## src/rtl/addsub_serial_pkg.sv

```systemverilog
// Shared types and constants for the bit-serial adder/subtractor.
// Imported by the top module.
package addsub_serial_pkg;

   typedef enum logic [1:0] {
      IDLE = 2'd0,
      RUN  = 2'd1,
      DONE = 2'd2
   } state_t;

   localparam logic OP_ADD = 1'b0;
   localparam logic OP_SUB = 1'b1;

endpackage : addsub_serial_pkg

```

## src/rtl/addsub_serial_fa_cell.sv

```systemverilog
// Single full-adder cell.
// The serial add/sub reuses it once per result bit.
module serial_fa_cell (
   input  logic a,
   input  logic b,
   input  logic cin,
   output logic s,
   output logic cout
);

   assign s    = a ^ b ^ cin;
   assign cout = (a & b) | (a & cin) | (b & cin);

endmodule : serial_fa_cell

```

## src/rtl/addsub_serial.sv

```systemverilog
// Bit-serial signed adder/subtractor, LSB first, with one full-adder cell and a carry flop.
// The result is N+2 bits wide, so the sum of two sign-extended N+1-bit operands can never overflow.
module addsub_serial
   import addsub_serial_pkg::*;
#(
   parameter int N = 4
) (
   input  logic         clk,
   input  logic         rst,
   input  logic         start,
   input  logic [N:0]   x,
   input  logic [N:0]   y,
   input  logic         sel,
   output logic         busy,
   output logic         done,
   output logic [N+1:0] z
);

   localparam int W  = N + 2;
   localparam int CW = $clog2(N + 2);

   state_t         state;
   state_t         state_nxt;
   logic [W-1:0]   a_q;
   logic [W-1:0]   b_q;
   logic [W-2:0]   res_q;
   logic           carry_q;
   logic           sel_q;
   logic [CW-1:0]  cnt_q;

   logic           load;
   logic           last;
   logic           fa_b;
   logic           fa_s;
   logic           fa_cout;

   // The DONE cycle also accepts a new start, so back-to-back operations lose no cycle.
   assign load = start && ((state == IDLE) || (state == DONE));
   assign last = (state == RUN) && (cnt_q == CW'(N + 1));
   assign fa_b = b_q[0] ^ (sel_q == OP_SUB);

   serial_fa_cell u_fa (
      .a    (a_q[0]),
      .b    (fa_b),
      .cin  (carry_q),
      .s    (fa_s),
      .cout (fa_cout)
   );

   // NOTE: clocked state uses non-blocking assignments so every flop samples pre-edge values.
   always_ff @(posedge clk or posedge rst) begin
      if (rst) state <= IDLE;
      else     state <= state_nxt;
   end

   // NOTE: the default assignment first keeps this block free of inferred latches.
   always_comb begin
      state_nxt = state;
      unique case (state)
         IDLE:    if (start) state_nxt = RUN;
         RUN:     if (last)  state_nxt = DONE;
         DONE:    state_nxt = start ? RUN : IDLE;
         default: state_nxt = IDLE;
      endcase
   end

   always_comb begin
      busy = (state == RUN) || (state == DONE);
      done = (state == DONE);
   end

   always_ff @(posedge clk or posedge rst) begin
      if (rst) begin
         a_q     <= '0;
         b_q     <= '0;
         res_q   <= '0;
         carry_q <= 1'b0;
         sel_q   <= OP_ADD;
         cnt_q   <= '0;
         z       <= '0;
      end else if (load) begin
         a_q     <= {x[N], x};
         b_q     <= {y[N], y};
         carry_q <= sel;
         sel_q   <= sel;
         cnt_q   <= '0;
      end else if (state == RUN) begin
         a_q     <= {1'b0, a_q[W-1:1]};
         b_q     <= {1'b0, b_q[W-1:1]};
         res_q   <= {fa_s, res_q[W-2:1]};
         carry_q <= fa_cout;
         cnt_q   <= cnt_q + 1'b1;
         // The final sum bit goes straight into z; the carry out of the MSB is discarded.
         if (last) z <= {fa_s, res_q};
      end
   end

endmodule : addsub_serial

```

## config.mk

```make
export PLATFORM = sky130hd
export DESIGN_NAME = addsub_serial
export DESIGN_NICKNAME = d
export VERILOG_FILES = /design/src/rtl/addsub_serial_pkg.sv /design/src/rtl/addsub_serial_fa_cell.sv /design/src/rtl/addsub_serial.sv
export SDC_FILE = /design/constraint.sdc
export NUM_CORES = 1
export LEC_CHECK = 0
export BUFFER_PORTS_ARGS = -buffer_cell sky130_fd_sc_hd__buf_2
export CORE_AREA = 2 2 71 73
export DETAILED_ROUTE_END_ITERATION = 12
export DIE_AREA = 0 0 73 75
export PLACE_DENSITY_LB_ADDON = 0.08
export SETUP_SLACK_MARGIN = 0.3
export SLEW_MARGIN = 10
export SYNTH_ARGS = -nofsm -noshare
export SYNTH_HDL_FRONTEND = slang
export SYNTH_SLANG_ARGS = --single-unit
```

## constraint.sdc

```tcl
create_clock -name clk -period 1.9 [get_ports clk]
set_input_delay 0.285 -clock clk [delete_from_list [all_inputs] [get_ports clk]]
set_output_delay 0.285 -clock clk [all_outputs]
set_load 0.005 [all_outputs]
```

==> results of run 1 <==
-- metal layers --
layer	global-route usage, %	vias up	wire length, um
met1	13.0	442	1230
met3	4.02	2	76
li1	-	469	-
met5	0	-	0
met4	4.32	0	20
met2	17.2	14	1230
-- synthesized netlist by cell type (all sizes together) --
library cell,number
a21oi,1
nor3b,1
xor2,1
buf,4
nor2,4
clkbuf,2
a211oi,1
mux2i,11
inv,7
nand3b,2
xnor2,2
nor2b,1
dfrtp,30
o21a,2
nand2,18
o31ai,1
a21boi,1
ha,6
fa,1
mux2,9
o21ai,15
-- repair_timing --
item / 4_1_cts / 5_1_grt
pin swaps: 2 / 1
buffers inserted: 4 / 0
endpoints found under the setup margin: 6 / 7
gates resized for setup: 1 / 1
hold endpoints to repair: 0 / 0
-- logic make-up (layout without fill, tap and decap cells) --
| family | count (synthesis) | in the layout |
|---|---|---|
| DFF | 30 | 30 |
| and+or+nand+nor | 26 | 26 |
| AOI/OAI and AO/OA | 21 | 21 |
| muxes | 20 | 20 |
| buffers and inverters | 13 | 46 |
| adders and majority gates | 7 | 7 |
| xor gates and xnor gates | 3 | 3 |
-- where the power goes --
group | leakage (nW) | switching [mW] | total [mW] | internal, mW
Combinational | 0.417 | 0.490 | 1.03 | 0.544
Sequential | 0.372 | 0.175 | 1.10 | 0.929
Clock | 0.0482 | 0.220 | 0.511 | 0.292
-- layout make-up --
| type | instances | area (um^2) | share of cell area (%) |
|---|---|---|---|
| clock buffer | 7 | 86.3 | 4.97 |
| tap | 54 | 67.6 | 3.89 |
| clock inverter | 1 | 5.00 | 0.288 |
| inverter | 7 | 26.3 | 1.51 |
| timing repair buffer | 31 | 193 | 11.1 |
| sequential | 30 | 751 | 43.3 |
| multi-input combinational | 77 | 607 | 35.0 |
-- final timing paths --
check | start | end | slack [ps] | depth (start not counted)
worst max-delay path | state[0]$_DFFE_PP0P_ | z[4]$_DFFE_PP0P_ | 290 | 6
worst min-delay path | rst | a_q[0]$_DFFE_PP0P_ | 80 | 3
worst max register to register | state[0]$_DFFE_PP0P_ | z[4]$_DFFE_PP0P_ | 290 | 6
worst min register to register | sel_q$_DFFE_PP0P_ | sel_q$_DFFE_PP0P_ | 510 | 2
max in group asynchronous | rst | state[1]$_DFFE_PP0P_ | 1530 | 3
min in group clk | x[2] | a_q[2]$_DFFE_PP0P_ | 210 | 3
-- state kept, by name, indices dropped and copies added (netlist names) --
name and cells:
cnt_q 3, a_q 6, b_q 6, res_q 5
carry_q 1, sel_q 1, z 6, state 2
-- stage by stage --
step           utilization [%]  total power [mW]  instance area (um^2)
5_1_grt                   37.2              2.90                  1740
4_1_cts                   37.0              2.68                  1730
3_3_place_gp              34.1              2.10                  1590
3_5_place_dp              34.1              2.13                  1590
2_1_floorplan                -              1.85                  1410
6_report                  37.2              2.65                  1740
-- worst min-delay path, cell delays in order --
cell	delay [ps]
buf_2	100
inv_1	40
buf_4	340
==> impl_metrics.prom, run 1 <==
# TYPE chip_impl_metric gauge
chip_impl_info{name="run_status",value="complete, no violations"} 1
chip_impl_metric{name="die_height",unit="um"} 75
chip_impl_metric{name="fillCellCount",unit=""} 479
chip_impl_metric{name="grt_overflow_total",unit=""} 0
chip_impl_metric{name="detailedRoute.firstIterationViolations",unit=""} 47
chip_impl_metric{name="cts_hold_bufs",unit=""} 0
chip_impl_metric{name="detailroute.via_count",unit=""} 927
chip_impl_metric{name="grt_pass1_wl",unit="um"} 4400
chip_impl_metric{name="post_synth_inst_count",unit=""} 120
chip_impl_info{name="synth_top_cell_by_area",value="dfrtp_1"} 1
chip_impl_metric{name="drt_pre_antenna_iters",unit=""} 4
chip_impl_metric{name="period_share",unit="%"} 84.8
chip_impl_metric{name="power.static_leakage",unit="nW"} 0.837
chip_impl_info{name="synth_top_cells_by_area",value="dfrtp_1, mux2i_1, mux2_2"} 1
chip_impl_metric{name="synthXorXnorAreaFrac",unit="%"} 1.90
chip_impl_info{name="setup_crit_start_kind",value="flop"} 1
chip_impl_metric{name="numPortBuffers",unit=""} 21
chip_impl_metric{name="synth_nets",unit=""} 141
chip_impl_metric{name="initial_antenna_violation_count",unit=""} 0
chip_impl_metric{name="number_of_top_level_design_ports",unit=""} 22
chip_impl_info{name="setup.worst_path.end_class",value="flop"} 1
chip_impl_info{name="combinational_family_with_the_most_area_after_synthesis",value="multiplexers"} 1
chip_impl_metric{name="pin_count_of_the_biggest_net_entering_global_routing",unit=""} 31
chip_impl_metric{name="maxCapViolCount",unit=""} 0
chip_impl_metric{name="finalSetupViolations",unit=""} 0
chip_impl_metric{name="synth_simple_gate_area_share",unit="%"} 8.87
chip_impl_metric{name="critical_path_buf_inv_count",unit=""} 2
chip_impl_info{name="critical_path_class",value="flop to flop"} 1
chip_impl_metric{name="cts_num_sinks",unit=""} 30
chip_impl_metric{name="portion_of_netlist_area_occupied_by_mux_cells",unit="%"} 15.3
chip_impl_info{name="cts_root_buffer",value="clkbuf_8"} 1
chip_impl_metric{name="whs",unit="ps"} 79.0
chip_impl_metric{name="design.core.area",unit="mm^2"} 0.00466
chip_impl_metric{name="slowest_delay",unit="ps"} 370
chip_impl_metric{name="syn_to_final_growth",unit="%"} 25.5
chip_impl_metric{name="pwrdens",unit="mW/mm^2"} 1530
chip_impl_metric{name="sequential_fraction_of_the_synthesis_area",unit="%"} 54.3
chip_impl_metric{name="crit_arrival",unit="ps"} 1770
chip_impl_metric{name="cts-buffers-inserted",unit=""} 5
chip_impl_metric{name="peak_freq",unit="GHz"} 0.621
chip_impl_info{name="slowest_stage",value="dfrtp_1"} 1
chip_impl_metric{name="synth-compound-area-share",unit="%"} 8.51
chip_impl_metric{name="worst_slew_margin_rel",unit="%"} 74.0
chip_impl_info{name="hold_path_class",value="input port to async pin"} 1
chip_impl_metric{name="avgSynthCellArea",unit="um^2"} 11.5
chip_impl_info{name="clock_tree_from_tritoncts",value="yes"} 1
chip_impl_metric{name="post-place-cells",unit=""} 195
chip_impl_metric{name="tightest_slew",unit="ps"} 390
chip_impl_metric{name="dpl.hpwl",unit="um"} 1800
chip_impl_metric{name="final_nets",unit=""} 173
chip_impl_info{name="grt_setup_unrepaired",value="true"} 1
chip_impl_metric{name="finClkSkew",unit="ps"} 4.15
chip_impl_metric{name="ys_seq_elements",unit=""} 30
chip_impl_metric{name="finalWorstSetupSlack",unit="ps"} 290
chip_impl_info{name="final_cell_mix",value="dfrtp_1, buf_2, nand2_1"} 1
chip_impl_info{name="critical_path.cell_chain",value="inv_2 -> ha_2 -> o21a_1 -> nor3b_4 -> buf_12 -> mux2_4"} 1
chip_impl_metric{name="yosys_warnings",unit=""} 0
chip_impl_metric{name="setup_total_negative_slack",unit="ps"} 0
chip_impl_metric{name="stdcell_count",unit=""} 207
chip_impl_metric{name="timing_hold_violations_final",unit=""} 0
chip_impl_metric{name="track_usage",unit="%"} 10.7
chip_impl_metric{name="floorplan.initialDensity",unit="%"} 29.7
chip_impl_metric{name="worst_skew_pair_latency",unit="ps"} 270
chip_impl_metric{name="number_of_global_route_vias_before_repair",unit=""} 950
chip_impl_metric{name="routabilityCongestion",unit=""} 0.659
chip_impl_metric{name="synthDominantCellAreaShare",unit="%"} 54.3
chip_impl_metric{name="synth.lib_cells_used.distinct",unit=""} 23
chip_impl_metric{name="routed_length_per_instance",unit="um"} 12.3
chip_impl_metric{name="vias_per_cell",unit=""} 4.48
chip_impl_metric{name="detail_route.wirelength",unit="um"} 2550
chip_impl_metric{name="synth-adder-area-share",unit="%"} 6.88
chip_impl_metric{name="cts_h_tree_depth",unit=""} 2
chip_impl_metric{name="clk_pin_slew_worst_paths",unit="ps"} 60
chip_impl_metric{name="maxSlewViolCount",unit=""} 0
chip_impl_metric{name="netlist_area",unit="mm^2"} 0.00138
chip_impl_metric{name="drive_gt1_share",unit="%"} 34.0
chip_impl_metric{name="timing.critical_path.required",unit="ps"} 2060
chip_impl_metric{name="detailedPlace.worstSlack",unit="ps"} 152
chip_impl_metric{name="detail_route.drc_violations",unit=""} 0
chip_impl_metric{name="design.die.area",unit="mm^2"} 0.00548
chip_impl_metric{name="period_needed",unit="ps"} 1610
chip_impl_info{name="leading_cell_type_in_the_layout_fill_and_taps_excluded",value="dfrtp_1"} 1
chip_impl_metric{name="vdd_ir_drop_max",unit="V"} 0.000486
chip_impl_metric{name="crit_path_max_fanout",unit=""} 6
chip_impl_metric{name="rows",unit=""} 25
chip_impl_metric{name="diodes",unit=""} 0
chip_impl_metric{name="antenna_violating_nets_post_route",unit=""} 0
chip_impl_info{name="cp_top_family",value="flip-flops"} 1
chip_impl_metric{name="cts-root-to-sink-buffers",unit=""} 2
chip_impl_metric{name="chipWidth",unit="um"} 73
Note: power is estimated with default switching activity, not from simulation.
==> inputs of run 2 (changes only) <==
==> constraint.sdc (replaced) <==
create_clock -name clk -period 1.7 [get_ports clk]
set_input_delay 0.255 -clock clk [delete_from_list [all_inputs] [get_ports clk]]
set_output_delay 0.255 -clock clk [all_outputs]
set_load 0.005 [all_outputs]
==> run 2 against run 1 <==
  * First-iteration DRC count down 51%
  * Global-route usage increased by 1.6 points
  * Hold slack lost 31 ps
  * Final cell count is 3.9% higher
  * Setup slack got worse by 200 ps
  * Clock power up 16%
  * Clock-buffer cell count unchanged
  * Critical endpoint is now z[0]$_DFFE_PP0P_
==> impl_metrics.prom, run 2 (synthesis gave the netlist of run 1 again) <==
# TYPE chip_impl_metric gauge
chip_impl_info{name="run_status",value="complete, no violations"} 1
chip_impl_metric{name="stdcell_count",unit=""} 215
chip_impl_metric{name="chipWidth",unit="um"} 73
chip_impl_metric{name="postLayoutCoreUtil",unit="%"} 43.6
chip_impl_metric{name="grt_overflow_total",unit=""} 0
chip_impl_metric{name="diodes",unit=""} 0
chip_impl_info{name="leading_cell_type_in_the_layout_fill_and_taps_excluded",value="dfrtp_1"} 1
chip_impl_metric{name="detailedPlace.worstSlack",unit="ps"} 25.2
chip_impl_info{name="critical_path_class",value="flop to flop"} 1
chip_impl_metric{name="number_of_top_level_design_ports",unit=""} 22
chip_impl_metric{name="rows",unit=""} 25
chip_impl_metric{name="cts-buffers-inserted",unit=""} 5
chip_impl_metric{name="drive_gt1_share",unit="%"} 52.2
chip_impl_info{name="setup_crit_start_kind",value="flop"} 1
chip_impl_metric{name="timing_hold_violations_final",unit=""} 0
chip_impl_metric{name="syn_to_final_growth",unit="%"} 46.9
chip_impl_metric{name="dpl.hpwl",unit="um"} 1830
chip_impl_metric{name="detail_route.drc_violations",unit=""} 0
chip_impl_info{name="reg.largest.list",value="a_q: 6 flops, b_q: 6 flops, z: 6 flops"} 1
chip_impl_metric{name="numPortBuffers",unit=""} 21
chip_impl_metric{name="whs",unit="ps"} 47.7
chip_impl_metric{name="cts-root-to-sink-buffers",unit=""} 2
chip_impl_metric{name="pin_count_of_the_biggest_net_entering_global_routing",unit=""} 31
chip_impl_metric{name="placedInstanceArea",unit="mm^2"} 0.00162
chip_impl_metric{name="crit_path_max_fanout",unit=""} 6
chip_impl_metric{name="pwrdens",unit="mW/mm^2"} 1760
chip_impl_metric{name="detailedRoute.firstIterationViolations",unit=""} 23
chip_impl_metric{name="worst_skew_pair_latency",unit="ps"} 280
chip_impl_metric{name="finClkSkew",unit="ps"} 4.26
chip_impl_info{name="hold_path_class",value="input port to async pin"} 1
chip_impl_metric{name="maxSlewViolCount",unit=""} 0
chip_impl_info{name="worst_r2r_startpoint",value="state[1]$_DFFE_PP0P_"} 1
chip_impl_metric{name="detailroute.via_count",unit=""} 993
chip_impl_metric{name="finalWorstSetupSlack",unit="ps"} 85.5
chip_impl_metric{name="design.die.area",unit="mm^2"} 0.00548
chip_impl_metric{name="cts_num_sinks",unit=""} 30
chip_impl_metric{name="drt_pre_antenna_iters",unit=""} 2
chip_impl_metric{name="cts_h_tree_depth",unit=""} 2
chip_impl_metric{name="initial_antenna_violation_count",unit=""} 0
chip_impl_metric{name="grt_pass1_wl",unit="um"} 4960
chip_impl_metric{name="crit_arrival",unit="ps"} 1780
chip_impl_info{name="grt_setup_unrepaired",value="true"} 1
chip_impl_metric{name="vdd_ir_drop_max",unit="V"} 0.000608
chip_impl_metric{name="worst_slew_margin_rel",unit="%"} 74.2
chip_impl_info{name="crit-reg2reg-capture",value="z[0]$_DFFE_PP0P_"} 1
chip_impl_info{name="setup.worst_path.end_class",value="flop"} 1
chip_impl_metric{name="track_usage",unit="%"} 12.3
chip_impl_metric{name="clk_pin_slew_worst_paths",unit="ps"} 70
chip_impl_metric{name="finalSetupViolations",unit=""} 0
chip_impl_metric{name="layout.area.seq",unit="um^2"} 751
chip_impl_metric{name="post-place-cells",unit=""} 195
chip_impl_metric{name="final_nets",unit=""} 181
chip_impl_info{name="final_cell_mix",value="dfrtp_1, buf_2, mux2i_1"} 1
chip_impl_metric{name="detail_route.wirelength",unit="um"} 3050
chip_impl_metric{name="antenna_violating_nets_post_route",unit=""} 0
chip_impl_metric{name="period_share",unit="%"} 95.0
chip_impl_metric{name="maxCapViolCount",unit=""} 0
chip_impl_metric{name="fillCellCount",unit=""} 444
chip_impl_info{name="clock_tree_from_tritoncts",value="yes"} 1
chip_impl_metric{name="regToRegSetupSlack",unit="ps"} 90
chip_impl_metric{name="timing.critical_path.required",unit="ps"} 1860
chip_impl_metric{name="design.core.area",unit="mm^2"} 0.00466
chip_impl_info{name="cts_root_buffer",value="clkbuf_8"} 1
chip_impl_metric{name="tightest_slew",unit="ps"} 386
chip_impl_metric{name="floorplan.initialDensity",unit="%"} 29.7
chip_impl_metric{name="routabilityCongestion",unit=""} 0.650
chip_impl_metric{name="routed_length_per_instance",unit="um"} 14.2
chip_impl_metric{name="final_cell_area",unit="mm^2"} 0.00203
chip_impl_metric{name="number_of_global_route_vias_before_repair",unit=""} 1002
chip_impl_metric{name="die_height",unit="um"} 75
chip_impl_metric{name="period_needed",unit="ps"} 1610
chip_impl_metric{name="power.static_leakage",unit="nW"} 0.968
chip_impl_metric{name="peak_freq",unit="GHz"} 0.619
chip_impl_metric{name="multi_input_comb_area",unit="um^2"} 737
chip_impl_metric{name="vias_per_cell",unit=""} 4.62
chip_impl_metric{name="r2r_cells",unit=""} 5
==> run 2: changes by cell type in the layout (fill, tap and decap cells not counted), moves of 3 or more <==
cell	previous run	this run
buf_12	1	4
nand2_1	18	5
nand2_2	0	6
nand2_4	0	6
o21ai_0	15	4
o21ai_1	0	4
o21ai_2	0	7
==> run 2: worst max-delay path by stage <==
stage	slack, ps	endpoint	cells after the start	startpoint
after detailed placement	30	z[1]$_DFFE_PP0P_	6	state[1]$_DFFE_PP0P_
after floorplan	-10	z[0]$_DFFE_PP0P_	6	state[0]$_DFFE_PP0P_
after CTS	80	z[4]$_DFFE_PP0P_	5	state[1]$_DFFE_PP0P_
after global routing	30	z[2]$_DFFE_PP0P_	6	state[1]$_DFFE_PP0P_
after global placement	100	z[4]$_DFFE_PP0P_	6	state[0]$_DFFE_PP0P_
final	90	z[0]$_DFFE_PP0P_	5	state[1]$_DFFE_PP0P_
==> run 2: worst max-delay path, cell delays in order (launching register included) <==
cell	delay, ps
dfrtp_1	420
ha_2	210
o21a_4	220
nor3b_4	210
buf_12	150
mux2_4	290
==> run 2: cell type report <==
cell class	count	area share [%]
flip-flops and latches	30	37.0
well taps	54	3.33
repair buffers	39	17.6
multi-input cells	77	36.3
clock inverters	1	0.246
clock buffers	7	4.25
inverters	7	1.29
==> run 2: routing by layer <==
| metal | share of wire (%) | GRT usage, % |
|---|---|---|
| met1 | 46 | 16.1 |
| met2 | 49 | 18.8 |
| met3 | 3.4 | 4.02 |
| met4 | 1.6 | 4.94 |
| met5 | 0 | 0 |
==> run 2: what timing repair did <==
action / 4_1_cts / 5_1_grt
buffers inserted: 7 / 2
pin swaps: 11 / 4
hold buffers: 0 / 0
endpoints found under the setup margin: 27 / 30
gates cloned: 2 / 1
gates resized for setup: 35 / 22
==> run 2: stage by stage <==
step | power, mW | setup TNS (ps)
3_5_place_dp | 2.44 | 0
5_1_grt | 3.85 | 0
4_1_cts | 3.37 | 0
3_3_place_gp | 2.39 | 0
6_report | 3.57 | 0
2_1_floorplan | 2.07 | -72.4
==> run 2: power by group <==
group / internal, mW / leakage (nW) / total [mW] / switching [mW]
registers: 1.04 / 0.372 / 1.24 / 0.201
clock network: 0.326 / 0.0482 / 0.592 / 0.266
logic: 0.958 / 0.548 / 1.74 / 0.780
total: 2.32 / 0.968 / 3.57 / 1.25
==> inputs of run 3 (changes only) <==
--- a/config.mk
+++ b/config.mk
@@ -9,6 +9,7 @@
 export CORE_AREA = 2 2 71 73
 export DETAILED_ROUTE_END_ITERATION = 12
 export DIE_AREA = 0 0 73 75
+export HOLD_SLACK_MARGIN = 0.08
 export PLACE_DENSITY_LB_ADDON = 0.08
 export SETUP_SLACK_MARGIN = 0.3
 export SLEW_MARGIN = 10
==> run 3 against run 2 <==
  * Sequential power barely moved
  * Power about the same
  * Die area did not move
  * Largest power group unchanged
==> impl_metrics.prom, run 3 (synthesis gave the netlist of run 1 again) <==
# TYPE chip_impl_metric gauge
chip_impl_metric{name="cts_num_sinks",unit=""} 30
chip_impl_metric{name="fillCellCount",unit=""} 443
chip_impl_metric{name="design.die.area",unit="mm^2"} 0.00548
chip_impl_metric{name="finalSetupViolations",unit=""} 0
chip_impl_metric{name="power_share_of_the_sequential_group",unit="%"} 34.7
chip_impl_metric{name="cts-root-to-sink-buffers",unit=""} 2
chip_impl_info{name="final_cell_mix",value="dfrtp_1, buf_2, mux2i_1"} 1
chip_impl_metric{name="initial_antenna_violation_count",unit=""} 0
chip_impl_metric{name="drt_pre_antenna_iters",unit=""} 2
chip_impl_metric{name="diodes",unit=""} 0
chip_impl_metric{name="number_of_top_level_design_ports",unit=""} 22
chip_impl_metric{name="post-place-cells",unit=""} 195
chip_impl_metric{name="peak_freq",unit="GHz"} 0.619
chip_impl_metric{name="worst_slew_margin_rel",unit="%"} 74.2
chip_impl_metric{name="detailroute.via_count",unit=""} 993
chip_impl_metric{name="dpl.hpwl",unit="um"} 1830
chip_impl_metric{name="floorplan.initialDensity",unit="%"} 29.7
chip_impl_metric{name="track_usage",unit="%"} 12.3
chip_impl_metric{name="maxSlewViolCount",unit=""} 0
chip_impl_metric{name="setup_total_negative_slack",unit="ps"} 0
chip_impl_metric{name="detail_route.wirelength",unit="um"} 3060
chip_impl_metric{name="grt.met1_usage",unit="%"} 16.1
chip_impl_metric{name="finalPower",unit="mW"} 3.57
chip_impl_metric{name="p_int",unit="mW"} 2.32
chip_impl_metric{name="clk_pin_slew_worst_paths",unit="ps"} 60
chip_impl_metric{name="power.clock.fraction",unit="%"} 16.6
chip_impl_info{name="worst_setup_path_startpoint",value="state[1]$_DFFE_PP0P_"} 1
chip_impl_metric{name="vias_per_cell",unit=""} 4.60
chip_impl_metric{name="power.static_leakage",unit="nW"} 0.972
chip_impl_metric{name="stdcell_count",unit=""} 216
chip_impl_info{name="cts_root_buffer",value="clkbuf_8"} 1
chip_impl_metric{name="die_height",unit="um"} 75
chip_impl_metric{name="postLayoutCoreUtil",unit="%"} 43.8
chip_impl_metric{name="regToRegSetupSlack",unit="ps"} 90
chip_impl_metric{name="design.core.area",unit="mm^2"} 0.00466
chip_impl_metric{name="met3_usage",unit="%"} 4.02
chip_impl_metric{name="cts-buffers-inserted",unit=""} 5
chip_impl_info{name="setup_crit_start_kind",value="flop"} 1
chip_impl_info{name="critical_path_class",value="flop to flop"} 1
chip_impl_metric{name="finClkSkew",unit="ps"} 4.45
chip_impl_info{name="clock_tree_from_tritoncts",value="yes"} 1
chip_impl_metric{name="timing.critical_path.required",unit="ps"} 1860
chip_impl_metric{name="detailedPlace.worstSlack",unit="ps"} 25.2
chip_impl_metric{name="pin_count_of_the_biggest_net_entering_global_routing",unit=""} 31
chip_impl_metric{name="finalWorstSetupSlack",unit="ps"} 85.5
chip_impl_info{name="hold_path_class",value="input port to flop"} 1
chip_impl_info{name="run_status",value="complete, no violations"} 1
chip_impl_metric{name="detail_route.drc_violations",unit=""} 0
chip_impl_info{name="worst_r2r_startpoint",value="state[1]$_DFFE_PP0P_"} 1
chip_impl_metric{name="r2r_cells",unit=""} 5
chip_impl_metric{name="routed_length_per_instance",unit="um"} 14.2
chip_impl_metric{name="drive_gt1_share",unit="%"} 51.9
chip_impl_metric{name="hold_depth",unit=""} 3
chip_impl_metric{name="period_needed",unit="ps"} 1610
chip_impl_metric{name="worst_skew_pair_latency",unit="ps"} 280
chip_impl_info{name="crit-reg2reg-capture",value="z[0]$_DFFE_PP0P_"} 1
chip_impl_metric{name="crit_path_max_fanout",unit=""} 6
chip_impl_metric{name="global_route.usage.met2",unit="%"} 18.9
chip_impl_info{name="leading_cell_type_in_the_layout_fill_and_taps_excluded",value="dfrtp_1"} 1
chip_impl_metric{name="cts_h_tree_depth",unit=""} 2
chip_impl_metric{name="detailedRoute.firstIterationViolations",unit=""} 25
chip_impl_metric{name="timing_hold_violations_final",unit=""} 0
chip_impl_info{name="hold_path_end",value="a_q[2]$_DFFE_PP0P_"} 1
chip_impl_metric{name="antenna_violating_nets_post_route",unit=""} 0
chip_impl_metric{name="crit_arrival",unit="ps"} 1780
chip_impl_metric{name="rows",unit=""} 25
chip_impl_metric{name="numPortBuffers",unit=""} 21
chip_impl_metric{name="chipWidth",unit="um"} 73
chip_impl_metric{name="grt_overflow_total",unit=""} 0
chip_impl_metric{name="final_nets",unit=""} 182
chip_impl_info{name="holdCritStartpoint",value="x[2]"} 1
chip_impl_metric{name="whs",unit="ps"} 189
chip_impl_metric{name="routabilityCongestion",unit=""} 0.650
chip_impl_metric{name="netSwitchingPower",unit="mW"} 1.25
chip_impl_metric{name="maxCapViolCount",unit=""} 0
chip_impl_info{name="reg.largest.list",value="a_q: 6 flops, b_q: 6 flops, z: 6 flops"} 1
chip_impl_metric{name="syn_to_final_growth",unit="%"} 47.6
chip_impl_info{name="setup.worst_path.end_class",value="flop"} 1
chip_impl_metric{name="grt_pass1_wl",unit="um"} 4970
chip_impl_metric{name="final_cell_area",unit="mm^2"} 0.00204
chip_impl_metric{name="tightest_slew",unit="ps"} 387
chip_impl_metric{name="pwrdens",unit="mW/mm^2"} 1750
chip_impl_metric{name="period_share",unit="%"} 95.0
chip_impl_info{name="top_usage_layer",value="met2"} 1
chip_impl_metric{name="power.share.combinational",unit="%"} 48.7
chip_impl_metric{name="vdd_ir_drop_max",unit="V"} 0.000608
chip_impl_metric{name="placedInstanceArea",unit="mm^2"} 0.00162
chip_impl_info{name="grt_setup_unrepaired",value="true"} 1
chip_impl_metric{name="number_of_global_route_vias_before_repair",unit=""} 1008
chip_impl_metric{name="power.share.switching",unit="%"} 35.0
==> run 3: cell types whose count changed in the layout (fill, tap and decap cells not counted) <==
cell	before	now
dlygate4sd3_1	0	1
==> run 3: timing repair <==
action	in CTS	in global routing
endpoints found under the hold margin	30	0
pin swaps	11	4
buffers inserted	7	2
hold buffers	1	0
setup endpoints to repair	27	30
resized for setup	35	22
gates cloned	2	1
==> run 3: worst max-delay path by stage <==
| stage | endpoint | slack [ps] | cells past startpoint |
|---|---|---|---|
| floorplan | z[0]$_DFFE_PP0P_ | -10 | 6 |
| global placement | z[4]$_DFFE_PP0P_ | 100 | 6 |
| detailed placement | z[1]$_DFFE_PP0P_ | 30 | 6 |
| CTS | z[4]$_DFFE_PP0P_ | 80 | 5 |
| global route | z[2]$_DFFE_PP0P_ | 30 | 6 |
| finish | z[0]$_DFFE_PP0P_ | 90 | 5 |
==> run 3: layout make-up <==
type / count / area [um^2] / area share [%]
clock buffers: 7 / 86.3 / 4.23
well taps: 54 / 67.6 / 3.31
clock inverters: 1 / 5.00 / 0.245
repair buffers: 40 / 368 / 18.0
inverters: 7 / 26.3 / 1.29
multi-input cells: 77 / 737 / 36.1
flip-flops and latches: 30 / 751 / 36.8
==> run 3: metal layers <==
metal | vias up | routed length [um] | part of all wire [%]
li1 | 485 | - | -
met4 | 0 | 49 | 1.6
met5 | - | 0 | 0
met1 | 486 | 1410 | 46
met3 | 5 | 104 | 3.4
met2 | 17 | 1490 | 49
==> run 3: power by group through the flow <==
| stage | registers [mW] | clock network [mW] | logic, mW |
|---|---|---|---|
| after floorplan | 1.20 | 0 | 0.871 |
| after global placement | 1.24 | 0 | 1.15 |
| after detailed placement | 1.26 | 0 | 1.18 |
| after CTS | 1.24 | 0.614 | 1.52 |
| after global routing | 1.29 | 0.646 | 1.91 |
| final | 1.24 | 0.594 | 1.74 |
==> run 3: critical path: stages, from the launching register on <==
cell and delay (ps):
dfrtp_1 420, ha_2 210, o21a_4 220, nor3b_4 210, buf_12 150, mux2_4 290
